`config.mk`:
```
export PLATFORM = sky130hd
export DESIGN_NAME = npc_seq_ctrl
export DESIGN_NICKNAME = d
export VERILOG_FILES = /design/src/rtl/npc_seq_ctrl.sv
export SDC_FILE = /design/constraint.sdc
export NUM_CORES = 1
export LEC_CHECK = 0
export CAP_MARGIN = 0
export CORE_ASPECT_RATIO = 0.6
export CORE_UTILIZATION = 49
export DETAILED_ROUTE_END_ITERATION = 6
export PLACE_DENSITY_LB_ADDON = 0.05
export SYNTH_ARGS = -nofsm -noshare
export SYNTH_HDL_FRONTEND = slang
export SYNTH_SLANG_ARGS = --single-unit
```
`constraint.sdc`:
```
create_clock -name clk -period 3.8 [get_ports clk]
set_input_delay 0.76 -clock clk [delete_from_list [all_inputs] [get_ports clk]]
set_output_delay 0.76 -clock clk [all_outputs]
set_load 0.01 [all_outputs]
```
`src/rtl/npc_seq_ctrl.sv`:
```
// npc_seq_ctrl - multi-cycle sequencer for the single-issue NPC core.
//
// Owns the architectural PC, fetches one instruction at a time over a
// valid/ready request port, decodes the supported RV32I subset (auipc, lui,
// jal, jalr, addi, ebreak), drives the external combinational ALU and commits
// its results to the GPR file and the PC. Halts on ebreak, an illegal
// instruction, a fetch timeout or a misaligned next PC.
//
// Ports:
//   clk, rst_n                core clock, asynchronous active-low reset
//   ifu_req_valid/ready       fetch request handshake, ifu_addr = pc
//   ifu_rsp_valid, ifu_rdata  fetch response
//   alu_op/imm/pc, rs1_addr   operands for the combinational ALU
//   alu_next_pc, alu_result   ALU outputs, sampled at the end of EXEC
//   rf_wen/waddr/wdata        GPR write port (single-cycle pulse in WB)
//   pc, retire                architectural PC and commit pulse
//   halted, halt_code         sticky halt: 1 ebreak, 2 illegal, 3 bus fault
module npc_seq_ctrl #(
    parameter logic [31:0] RESET_PC      = 32'h8000_0000,
    parameter int          FETCH_TIMEOUT = 255
) (
    input  logic        clk,
    input  logic        rst_n,
    output logic        ifu_req_valid,
    input  logic        ifu_req_ready,
    output logic [31:0] ifu_addr,
    input  logic        ifu_rsp_valid,
    input  logic [31:0] ifu_rdata,
    output logic [4:0]  alu_op,
    output logic [31:0] alu_imm,
    output logic [31:0] alu_pc,
    output logic [4:0]  rs1_addr,
    input  logic [31:0] alu_next_pc,
    input  logic [31:0] alu_result,
    output logic        rf_wen,
    output logic [4:0]  rf_waddr,
    output logic [31:0] rf_wdata,
    output logic [31:0] pc,
    output logic        retire,
    output logic        halted,
    output logic [1:0]  halt_code
);

    typedef enum logic [2:0] {
        S_RESET    = 3'd0,
        S_FETCH    = 3'd1,
        S_WAIT_RSP = 3'd2,
        S_EXEC     = 3'd3,
        S_WB       = 3'd4,
        S_HALT     = 3'd5
    } state_t;

    localparam logic [31:0] EBREAK_C  = 32'h0010_0073;
    localparam logic [9:0]  TIMEOUT_C = 10'(FETCH_TIMEOUT);

    state_t      r_state;
    logic [31:0] r_pc;
    logic [31:0] r_ir;
    logic [9:0]  r_cnt;
    logic        r_req_valid;
    logic [4:0]  r_alu_op;
    logic [31:0] r_alu_imm;
    logic [31:0] r_result;
    logic [31:0] r_next_pc;
    logic        r_rf_wen;
    logic        r_retire;
    logic        r_halted;
    logic [1:0]  r_halt_code;

    // One-hot ALU opcode for a raw instruction word; zero for ebreak/illegal.
    function automatic logic [4:0] f_decode_op(input logic [31:0] w);
        logic [4:0] op;
        op = 5'b00000;
        case (w[6:0])
            7'b0010111: op = 5'b00001;
            7'b0110111: op = 5'b00010;
            7'b1101111: op = 5'b00100;
            7'b1100111: op = (w[14:12] == 3'b000) ? 5'b01000 : 5'b00000;
            7'b0010011: op = (w[14:12] == 3'b000) ? 5'b10000 : 5'b00000;
            default:    op = 5'b00000;
        endcase
        return op;
    endfunction

    // Immediate for a raw instruction word (U, J or I format by opcode).
    function automatic logic [31:0] f_decode_imm(input logic [31:0] w);
        logic [31:0] imm;
        imm = 32'h0000_0000;
        case (w[6:0])
            7'b0010111, 7'b0110111: imm = {w[31:12], 12'h000};
            7'b1101111: imm = {{11{w[31]}}, w[31], w[19:12], w[20], w[30:21], 1'b0};
            7'b1100111, 7'b0010011: imm = {{20{w[31]}}, w[31:20]};
            default:    imm = 32'h0000_0000;
        endcase
        return imm;
    endfunction

    // Sequencer FSM: all state and all outputs are registered here.
    always_ff @(posedge clk or negedge rst_n) begin
        if (!rst_n) begin
            r_state     <= S_RESET;
            r_pc        <= RESET_PC;
            r_ir        <= 32'h0000_0000;
            r_cnt       <= 10'd0;
            r_req_valid <= 1'b0;
            r_alu_op    <= 5'b00000;
            r_alu_imm   <= 32'h0000_0000;
            r_result    <= 32'h0000_0000;
            r_next_pc   <= 32'h0000_0000;
            r_rf_wen    <= 1'b0;
            r_retire    <= 1'b0;
            r_halted    <= 1'b0;
            r_halt_code <= 2'd0;
        end else begin
            // Commit strobes are single-cycle unless re-armed below.
            r_rf_wen <= 1'b0;
            r_retire <= 1'b0;
            case (r_state)
                S_RESET: begin
                    r_state     <= S_FETCH;
                    r_req_valid <= 1'b1;
                end
                S_FETCH: begin
                    // Responses are ignored here; only the request handshake matters.
                    if (ifu_req_ready) begin
                        r_req_valid <= 1'b0;
                        r_cnt       <= 10'd0;
                        r_state     <= S_WAIT_RSP;
                    end
                end
                S_WAIT_RSP: begin
                    // A response on the timeout cycle takes priority over the fault.
                    if (ifu_rsp_valid) begin
                        r_ir      <= ifu_rdata;
                        r_alu_op  <= f_decode_op(ifu_rdata);
                        r_alu_imm <= f_decode_imm(ifu_rdata);
                        r_state   <= S_EXEC;
                    end else if (r_cnt == TIMEOUT_C) begin
                        r_halted    <= 1'b1;
                        r_halt_code <= 2'd3;
                        r_state     <= S_HALT;
                    end else begin
                        r_cnt <= r_cnt + 10'd1;
                    end
                end
                S_EXEC: begin
                    r_alu_op <= 5'b00000;
                    if (r_alu_op != 5'b00000) begin
                        r_result  <= alu_result;
                        r_next_pc <= alu_next_pc;
                        r_state   <= S_WB;
                        // Strobes are armed now so they are visible during WB;
                        // a misaligned target suppresses both.
                        if (alu_next_pc[1:0] == 2'b00) begin
                            r_rf_wen <= (r_ir[11:7] != 5'd0);
                            r_retire <= 1'b1;
                        end
                    end else begin
                        r_halted    <= 1'b1;
                        r_halt_code <= (r_ir == EBREAK_C) ? 2'd1 : 2'd2;
                        r_state     <= S_HALT;
                    end
                end
                S_WB: begin
                    if (r_next_pc[1:0] != 2'b00) begin
                        r_halted    <= 1'b1;
                        r_halt_code <= 2'd3;
                        r_state     <= S_HALT;
                    end else begin
                        r_pc        <= r_next_pc;
                        r_req_valid <= 1'b1;
                        r_state     <= S_FETCH;
                    end
                end
                S_HALT: begin
                    r_state <= S_HALT;
                end
                default: begin
                    r_state <= S_RESET;
                end
            endcase
        end
    end

    assign ifu_req_valid = r_req_valid;
    assign ifu_addr      = r_pc;
    assign alu_op        = r_alu_op;
    assign alu_imm       = r_alu_imm;
    assign alu_pc        = r_pc;
    assign rs1_addr      = r_ir[19:15];
    assign rf_wen        = r_rf_wen;
    assign rf_waddr      = r_ir[11:7];
    assign rf_wdata      = r_result;
    assign pc            = r_pc;
    assign retire        = r_retire;
    assign halted        = r_halted;
    assign halt_code     = r_halt_code;

endmodule

```
==> results of run 1 <==
==> cells by family (layout without fill, tap and decap cells) <==
family / Yosys count / after routing
multiplexers: 94 / 94
AND/OR/NAND/NOR: 210 / 210
adder cells (fa/ha/maj): 1 / 1
flip-flops: 184 / 184
buffers and inverters: 113 / 319
AO/OA/AOI/OAI: 96 / 96
==> flip-flops by register name, summed over array words and instances (netlist names) <==
| name | count |
|---|---|
| alu_imm | 32 |
| alu_pc | 32 |
| r_ir | 32 |
| r_next_pc | 32 |
| rf_wdata | 32 |
| r_cnt | 10 |
| alu_op | 5 |
| r_state | 3 |
| halt_code | 2 |
| halted | 1 |
| ifu_req_valid | 1 |
| retire | 1 |
| rf_wen | 1 |
==> routing by layer <==
| metal | vias up | GRT usage |
|---|---|---|
| met4 | 0 | 0.0698 |
| met2 | 233 | 0.403 |
| met1 | 2885 | 0.333 |
| met3 | 27 | 0.0518 |
| met5 | - | 0 |
| li1 | 2698 | - |
==> cell type report <==
type / count / area, um^2 / share of cell area
clock inverter: 12 / 110 / 0.0101
clock buffer: 19 / 433 / 0.0397
tap: 203 / 254 / 0.0233
inverter: 2 / 7.51 / 0.000688
multi-input combinational: 401 / 2620 / 0.240
timing repair buffer: 286 / 2880 / 0.264
sequential: 184 / 4610 / 0.422
==> worst max-delay path by stage <==
stage | endpoint | slack [ns] | depth (start not counted)
floorplan | alu_imm[20] | 1.89 | 7
global placement | alu_imm[4] | 1.11 | 5
detailed placement | alu_imm[10] | 0.97 | 5
CTS | alu_imm[10] | 1.29 | 5
global route | alu_imm[10] | 0.98 | 5
finish | alu_imm[10] | 1.26 | 5
==> synthesized netlist by cell type (5+ instances only) <==
library cell	instances
a22o_1	10
dfrtp_1	183
mux2_1	94
nand2_1	139
a21oi_1	27
and2_1	7
o21ai_1	39
nor4_1	6
nand3_1	8
buf_4	74
clkbuf_1	15
buf_2	19
nor3_1	5
nor2_1	16
==> cells in the final DEF (no fill, tap or decap), types with 2 or more instances in the layout <==
master | Yosys | layout
clkbuf_16 | 0 | 17
nor3b_1 | 2 | 2
and3b_1 | 2 | 2
o41ai_1 | 2 | 2
a22o_1 | 10 | 10
a21oi_1 | 27 | 27
a31oi_1 | 4 | 4
clkinv_4 | 0 | 3
nand3_1 | 8 | 8
and4b_1 | 2 | 2
and3_1 | 4 | 4
nand2b_1 | 2 | 2
nand2_1 | 139 | 137
inv_1 | 2 | 2
nor4b_1 | 2 | 2
clkdlybuf4s50_1 | 0 | 279
nand4_1 | 4 | 4
nor2_1 | 16 | 16
nor3_1 | 5 | 5
nand3b_1 | 2 | 2
clkbuf_1 | 15 | 2
and2_1 | 7 | 7
o21a_1 | 2 | 2
dfrtp_1 | 183 | 183
clkinvlp_4 | 0 | 2
buf_12 | 0 | 2
nor4_1 | 6 | 6
o21ai_1 | 39 | 39
inv_6 | 0 | 4
buf_4 | 74 | 4
mux2_1 | 94 | 94
inv_8 | 0 | 3
==> power groups by stage <==
stage	clock network (mW)	logic, mW	registers [mW]
5_1_grt	1.76	2.32	2.79
4_1_cts	1.67	2.21	2.73
3_3_place_gp	0	2.16	2.72
2_1_floorplan	0	1.23	2.73
3_5_place_dp	0	2.20	2.76
6_report	1.64	2.19	2.72
==> worst max-delay path: cells and delay by family (launching register included) <==
kind / cells / cell delay, ns
AO/OA/AOI/OAI: 1 / 0.21
flip-flops: 1 / 0.54
buffers and inverters: 1 / 0.34
AND/OR/NAND/NOR: 3 / 1.37
==> through the flow <==
stage	hold slack, ns	worst slack, ns	power [mW]	instance area [um^2]
floorplan	0.438	1.89	3.96	7960
global placement	0.454	1.11	4.88	10400
detailed placement	0.464	0.973	4.95	10400
CTS	0.406	1.29	6.61	10900
global route	0.436	0.978	6.88	10900
finish	0.379	1.26	6.55	10900
==> results_dict.tcl, run 1 <==
set metrics [dict create \
    netlist_top_cells_area "dfrtp_1 (58%), mux2_1 (13%), buf_4 (7.0%), nand2_1 (6.6%), o21ai_1 (2.5%)" \
    asyncSetResetFlopFracSynth 1.00 \
    worst-setup-path-type "flip-flop to flip-flop" \
    timing.reg2reg.worst_path_depth 5 \
    synth_ff_type "dfrtp_1" \
    grt_first_pass_wirelength_um 31800 \
    p_int_mw 4.50 \
    num-nets-final 993 \
    die_area_mm2 0.0168 \
    cpMaxStageDelayCell "dfrtp_1" \
    drcViolationCount 16 \
    rows 35 \
    wl_met1_um 8870 \
    cts-root-buf "clkbuf_16" \
    tritoncts_num_sinks 184 \
    num_antenna_cells 0 \
    grt.overflow.total 0 \
    gp_congestion 0.824 \
    cts.repair_timing.setup_buffer_count 0 \
    yosys.area.top_type "dfrtp_1" \
    cts_hold_buffers 0 \
    clock-skew-final_ns 0.0125 \
    worst_r2r_startpoint "r_state[2]" \
    critical_path_arrival_ns 2.90 \
    core_area_mm2 0.0156 \
    worst-slew-pin-transition_ns 0.922 \
    switching_power_mw 2.05 \
    mappedNetlistNets 799 \
    setup.reg_to_reg.worst_slack_ns 1.26 \
    first_global_vias 5707 \
    layout-drive-gt1-share 0.0487 \
    netlist_area_mm2 0.00796 \
    cells_along_the_critical_path "nor3b_1, nand2_2, buf_12, nor2_2, a22o_1" \
    ys_warn_count 0 \
    ff_latch_count_synth 184 \
    final_util 0.700 \
    tritoncts.num_buffers 17 \
    io-pin-count 281 \
    groute.usage.overall 0.245 \
    failing_checks "design-rule violations" \
    crit_path_start "r_state[2]" \
    port_buffers 280 \
    seq_power_share 0.416 \
    pwr_density_cell_mw_per_mm2 601 \
    clkPwrFrac 0.251 \
    routed_wire_length_per_instance_um 18.2 \
    maxCapViolCount 0 \
    synth_enable_flop_cells 0 \
    top_layer_used_by_detailed_routing "met4" \
    dr_wl_met3_um 1230 \
    leakage_nw 4.74 \
    endpoint_kind "flip-flop" \
    setup_violations 0 \
    sequential_to_total_area_share_from_yosys_stat 0.579 \
    final_min_period_ns 2.54 \
    chipHeight_um 101 \
    worst_hold_path_type "primary input to asynchronous set/reset pin" \
    drt_pass1_iterations 7 \
    routed_wirelength_um 20100 \
    final_max_slew_viol_count 0 \
    route.detailed.vias_per_inst 5.28 \
    synthMuxAreaShare 0.133 \
    initial_core_util 0.510 \
    fmaxAchievable_mhz 393 \
    critical_path_peak_fanout 63 \
    maximum_number_of_pins_on_one_net_before_global_route_repair 90 \
    end_of_the_worst_register_to_register_path "alu_imm[10]" \
    synth.top_cell.area_share 0.576 \
    final.period_utilization 0.670 \
    critical-path-max-stage-delay_ns 0.54 \
    switching_share 0.313 \
    yosys.area_share.simple 0.120 \
    syn_to_final_growth_pct 37.1 \
    worst_ir_drop_vdd_v 0.000395 \
    dominant_combinational_cell_family_by_area_after_synthesis "multiplexers" \
    synth-adder-area-share 0.00157 \
    ant_nets 0 \
    clock_tree.buffer_depth 2 \
    fraction_of_power_consumed_by_combinational_cells 0.334 \
    grt_setup_unrepaired "false" \
    synth_compound_gate_area_share 0.0731 \
    post_synthesis_instance_total 698 \
    die-width_um 167 \
    timing_hold_violations_final 0 \
    layout.filler_cells 1139 \
    max-slew-margin-rel 0.385 \
    dr.first_iter.drc_count 365 \
    postCtsResizedCells 0 \
    synth.distinct_cells 51 \
    numPlacedInstances 1076 \
    synthesis.area_per_instance_um2 11.4 \
    worst_setup_path_start_kind "flip-flop" \
    final_cells 1107 \
    fin_setup_tns_ns 0 \
    synth_xor_xnor_area_share 0 \
    clk_transition_reported_paths_ns 0.07 \
    status "complete, but fails checks" \
    route.met2.wl_um 9690 \
    dp_wirelength_um 14800 \
    clock_insertion_delay_worst_skew_ns 0.42 \
    cts_max_level 4 \
    tritoncts "built" \
    timing.critical_path.required_ns 4.16 \
    vias 5843 \
    antenna_found_initial 1 \
]
Power figures use the tool's default switching activity.
==> run 2: changes to the inputs <==
CORE_UTILIZATION = 41   (was 49)
clock period = 2.1 ns   (was 3.8 ns; I/O delays follow)
==> run 2 against run 1 <==
Effect of this change:
- clock power increased by 96%
- sequential power rose by 79%
- clock skew about the same
- global-route usage is 4.1 points lower
- final cell count up 6.3%
- via count rose by 1.1%
- the flow now finishes without violations
- critical endpoint is now pc[31]
- core utilization fell by 11 points
- cell area up 3.4%
- combinational power increased by 85%
- die area increased by 19%
==> results_dict.tcl, run 2 (synthesis results as in run 1) <==
set metrics [dict create \
    critical-path-max-stage-delay_ns 0.55 \
    die_area_mm2 0.0200 \
    syn_to_final_growth_pct 41.7 \
    maximum_number_of_pins_on_one_net_before_global_route_repair 63 \
    critical-path-top-delay-family "flip-flops" \
    setup.reg_to_reg.worst_slack_ns 0.24 \
    grt_first_pass_wirelength_um 31100 \
    layout.filler_cells 1568 \
    worst_setup_path_start_kind "flip-flop" \
    cells_along_the_critical_path "clkdlybuf4s50_1" \
    critPathBufInv 1 \
    dp_wirelength_um 14900 \
    critical_path_arrival_ns 1.51 \
    leakage_nw 4.93 \
    timing.critical_path.required_ns 1.68 \
    routed_wire_length_per_instance_um 17.0 \
    chipHeight_um 110 \
    max-slew-margin-rel 0.573 \
    grt.overflow.total 0 \
    mostFrequentLayoutCell "clkdlybuf4s50_1" \
    tritoncts_num_sinks 184 \
    final_util 0.593 \
    maxCapViolCount 0 \
    gp_congestion 0.804 \
    core_area_mm2 0.0190 \
    clock-skew-final_ns 0.0121 \
    num_antenna_cells 0 \
    routed_wirelength_um 20000 \
    cpMaxStageDelayCell "dfstp_2" \
    clock_tree.buffer_depth 2 \
    worst_hold_path_type "flip-flop to flip-flop" \
    critical_path_peak_fanout 4 \
    final_max_slew_viol_count 0 \
    final_min_period_ns 1.93 \
    worst-setup-path-type "flip-flop to output pin" \
    cts-root-buf "clkbuf_16" \
    route.detailed.vias_per_inst 5.02 \
    groute.usage.overall 0.204 \
    die-width_um 182 \
    final_cell_mix "clkdlybuf4s50_1 (279), dfrtp_1 (183), nand2_1 (137)" \
    worst_ir_drop_vdd_v 0.000587 \
    layout-drive-gt1-share 0.0773 \
    dp_slack_ns -0.202 \
    dr.first_iter.drc_count 303 \
    drt_pass1_iterations 4 \
    pwr_density_cell_mw_per_mm2 1080 \
    timing_hold_violations_final 0 \
    num-nets-final 1020 \
    tritoncts "built" \
    grt_setup_unrepaired "false" \
    ant_nets 0 \
    worst-slew-pin-transition_ns 0.639 \
    fin_setup_tns_ns 0 \
    vias 5905 \
    first_global_vias 5583 \
    finalHoldWorstSlack_ns 0.481 \
    fmaxAchievable_mhz 518 \
    final.period_utilization 0.919 \
    post-route-worst-setup-slack_ns 0.170 \
    setup_violations 0 \
    postCtsResizedCells 0 \
    cts.repair_timing.setup_buffer_count 0 \
    cts_max_level 4 \
    tritoncts.num_buffers 17 \
    endpoint_kind "output pin" \
    antenna_found_initial 0 \
    clock_insertion_delay_worst_skew_ns 0.43 \
    rows 39 \
    initial_core_util 0.418 \
    clk_transition_reported_paths_ns 0.06 \
    drcViolationCount 0 \
    port_buffers 280 \
    io-pin-count 281 \
    status "finished clean" \
]
==> run 2: cell count changes in the layout (fill, tap and decap cells not counted), moves of 2 or more <==
cell / previous run / this run
clkbuf_1: 2 / 0
buf_12: 2 / 7
clkbuf_8: 1 / 3
buf_4: 4 / 25
inv_8: 3 / 0
clkinv_2: 0 / 2
bufinv_16: 0 / 2
==> run 2: what timing repair did <==
item | 4_1_cts | 5_1_grt
hold buffers | 1 | 0
endpoints found under the hold margin | 23 | 0
setup endpoints to repair | 0 | 0
==> run 2: final timing paths <==
kind | start | end | depth (start not counted)
max in group asynchronous | rst_n | r_next_pc[31] | 3
min | r_ir[12] | r_ir[12] | 2
max | alu_pc[31] | pc[31] | 1
min reg2reg | r_ir[12] | r_ir[12] | 2
max reg2reg | r_state[1] | halted | 5
min in group asynchronous | rst_n | rf_wdata[4] | 2
==> run 2: final cells by class <==
| cell class | count | area (um^2) | share of cell area |
|---|---|---|---|
| clock buffers | 19 | 453 | 0.0402 |
| clock inverters | 12 | 139 | 0.0123 |
| inverters | 2 | 7.51 | 0.000666 |
| multi-input cells | 401 | 2620 | 0.232 |
| flip-flops and latches | 184 | 4610 | 0.408 |
| well taps | 246 | 308 | 0.0273 |
| repair buffers | 313 | 3140 | 0.279 |
==> run 2: routing by layer <==
| layer | global-route usage | part of all wire | up-vias |
|---|---|---|---|
| met4 | 0.0563 | 0.0093 | 0 |
| met3 | 0.0487 | 0.056 | 16 |
| met1 | 0.287 | 0.47 | 2947 |
| met5 | 0 | 0 | - |
| li1 | - | - | 2755 |
| met2 | 0.317 | 0.47 | 187 |
==> run 2: per-stage QoR <==
step | power, mW | std cells | instance area [um^2]
CTS | 12.3 | 1177 | 11300
global placement | 8.97 | 1145 | 10700
detailed placement | 9.05 | 1145 | 10700
finish | 12.2 | 1177 | 11300
floorplan | 7.17 | 698 | 7960
global route | 12.8 | 1177 | 11300
==> run 2: power by group <==
| group | switching (mW) | total, mW | internal, mW |
|---|---|---|---|
| logic | 1.64 | 4.06 | 2.43 |
| clock network | 1.39 | 3.22 | 1.83 |
| registers | 0.622 | 4.88 | 4.26 |
==> run 3: changes to the inputs <==
SKIP_CTS_REPAIR_TIMING = 1   (was default)
==> run 3 against run 2 <==
Effect of this change:
- the flow now finishes with violations (negative hold slack)
- register-to-register slack about the same
- clock power barely moved
- sequential share of layout area barely moved
- final cell count about the same
- critical path depth unchanged
- largest cell class unchanged
- clock skew hardly changed
- die area did not move
==> results_dict.tcl, run 3 (synthesis results as in run 1) <==
set metrics [dict create \
    num_antenna_cells 0 \
    max-slew-margin-rel 0.573 \
    leakage_nw 4.92 \
    rows 39 \
    multiInputGateArea_mm2 0.00262 \
    tritoncts "built" \
    timing.critical_path.required_ns 1.68 \
    groute.usage.overall 0.204 \
    clock_tree.buffer_depth 2 \
    area.sequential_mm2 0.00461 \
    worst_ir_drop_vdd_v 0.000587 \
    antenna_found_initial 0 \
    critPathBufInv 1 \
    critical-path-top-delay-family "flip-flops" \
    critical_path_arrival_ns 1.51 \
    final.period_utilization 0.918 \
    chipHeight_um 110 \
    route.detailed.vias_per_inst 5.02 \
    worst-slew-pin-transition_ns 0.639 \
    routed_wirelength_um 20000 \
    grt.overflow.total 0 \
    dr.first_iter.drc_count 306 \
    final_max_slew_viol_count 0 \
    port_buffers 280 \
    dp_slack_ns -0.202 \
    gp_congestion 0.804 \
    initial_core_util 0.418 \
    num-nets-final 1019 \
    first_global_vias 5583 \
    grt_first_pass_wirelength_um 31100 \
    end_of_the_worst_register_to_register_path "halted" \
    die_area_mm2 0.0200 \
    dp_wirelength_um 14900 \
    final_cell_mix "clkdlybuf4s50_1 (279), dfrtp_1 (183), nand2_1 (137)" \
    ant_nets 0 \
    syn_to_final_growth_pct 41.6 \
    mostFrequentLayoutCell "clkdlybuf4s50_1" \
    timing.reg2reg.worst_path_depth 5 \
    critical-path-max-stage-delay_ns 0.55 \
    clock_insertion_delay_worst_skew_ns 0.43 \
    worst_setup_path_start_kind "flip-flop" \
    layout.cell_area.non_filler_mm2 0.0113 \
    drcViolationCount 0 \
    finalHoldWorstSlack_ns -0.0347 \
    setup.reg_to_reg.worst_slack_ns 0.24 \
    endpoint_kind "output pin" \
    tritoncts.num_buffers 17 \
    cts-root-buf "clkbuf_16" \
    status "complete, but fails checks" \
    timing_hold_violations_final 17 \
    cpMaxStageDelayCell "dfstp_2" \
    final_min_period_ns 1.93 \
    worst-setup-path-type "flip-flop to output pin" \
    io-pin-count 281 \
    worst_hold_path_type "primary input to asynchronous set/reset pin" \
    pwr_density_cell_mw_per_mm2 1080 \
    failing_checks "negative hold slack" \
    tritoncts_num_sinks 184 \
    layout.filler_cells 1568 \
    drt_pass1_iterations 4 \
    critical_path_peak_fanout 4 \
    report.power.total_mw 12.2 \
    worst_r2r_startpoint "r_state[1]" \
    clk_transition_reported_paths_ns 0.07 \
    placed_cell_area_mm2 0.0107 \
    post-route-worst-setup-slack_ns 0.171 \
    layout-drive-gt1-share 0.0774 \
    die-width_um 182 \
    maxCapViolCount 0 \
    cells_along_the_critical_path "clkdlybuf4s50_1" \
    cts_max_level 4 \
    fmaxAchievable_mhz 518 \
    maximum_number_of_pins_on_one_net_before_global_route_repair 63 \
    grt_setup_unrepaired "false" \
    routed_wire_length_per_instance_um 17.0 \
    fin_setup_tns_ns 0 \
    vias 5904 \
    clock-skew-final_ns 0.0122 \
    setup_violations 0 \
    core_area_mm2 0.0190 \
]
-- run 3: metal layers --
layer	part of all wire	vias up	track usage
met5	0	-	0
met4	0.0093	0	0.0563
met3	0.057	16	0.0487
met2	0.47	195	0.317
met1	0.47	2941	0.287
li1	-	2752	-
-- run 3: worst max path at each step --
| stage | cells past startpoint | end | slack, ns | startpoint |
|---|---|---|---|---|
| after floorplan | 7 | rf_wdata[22] | 0.36 | r_state[1] |
| after global placement | 6 | alu_imm[30] | -0.11 | ifu_rdata[6] |
| after detailed placement | 6 | alu_imm[24] | -0.20 | ifu_rdata[6] |
| after CTS | 1 | pc[31] | 0.14 | alu_pc[31] |
| after global routing | 6 | alu_imm[15] | 0.08 | ifu_rdata[2] |
| final | 1 | pc[31] | 0.17 | alu_pc[31] |
-- run 3: layout make-up --
class | count | share of cell area
sequential | 184 | 0.409
timing repair buffer | 312 | 0.278
multi-input combinational | 401 | 0.233
clock buffer | 19 | 0.0402
tap | 246 | 0.0273
clock inverter | 12 | 0.0123
inverter | 2 | 0.000666
-- run 3: power breakdown --
part           switching (mW)  internal, mW
clock network            1.39          1.83
logic                    1.63          2.42
registers               0.622          4.26
total                    3.65          8.51
-- run 3: stage by stage --
stage,util,instances
global route,0.592,1176
CTS,0.592,1176
floorplan,-,698
global placement,0.561,1145
finish,0.592,1176
detailed placement,0.561,1145
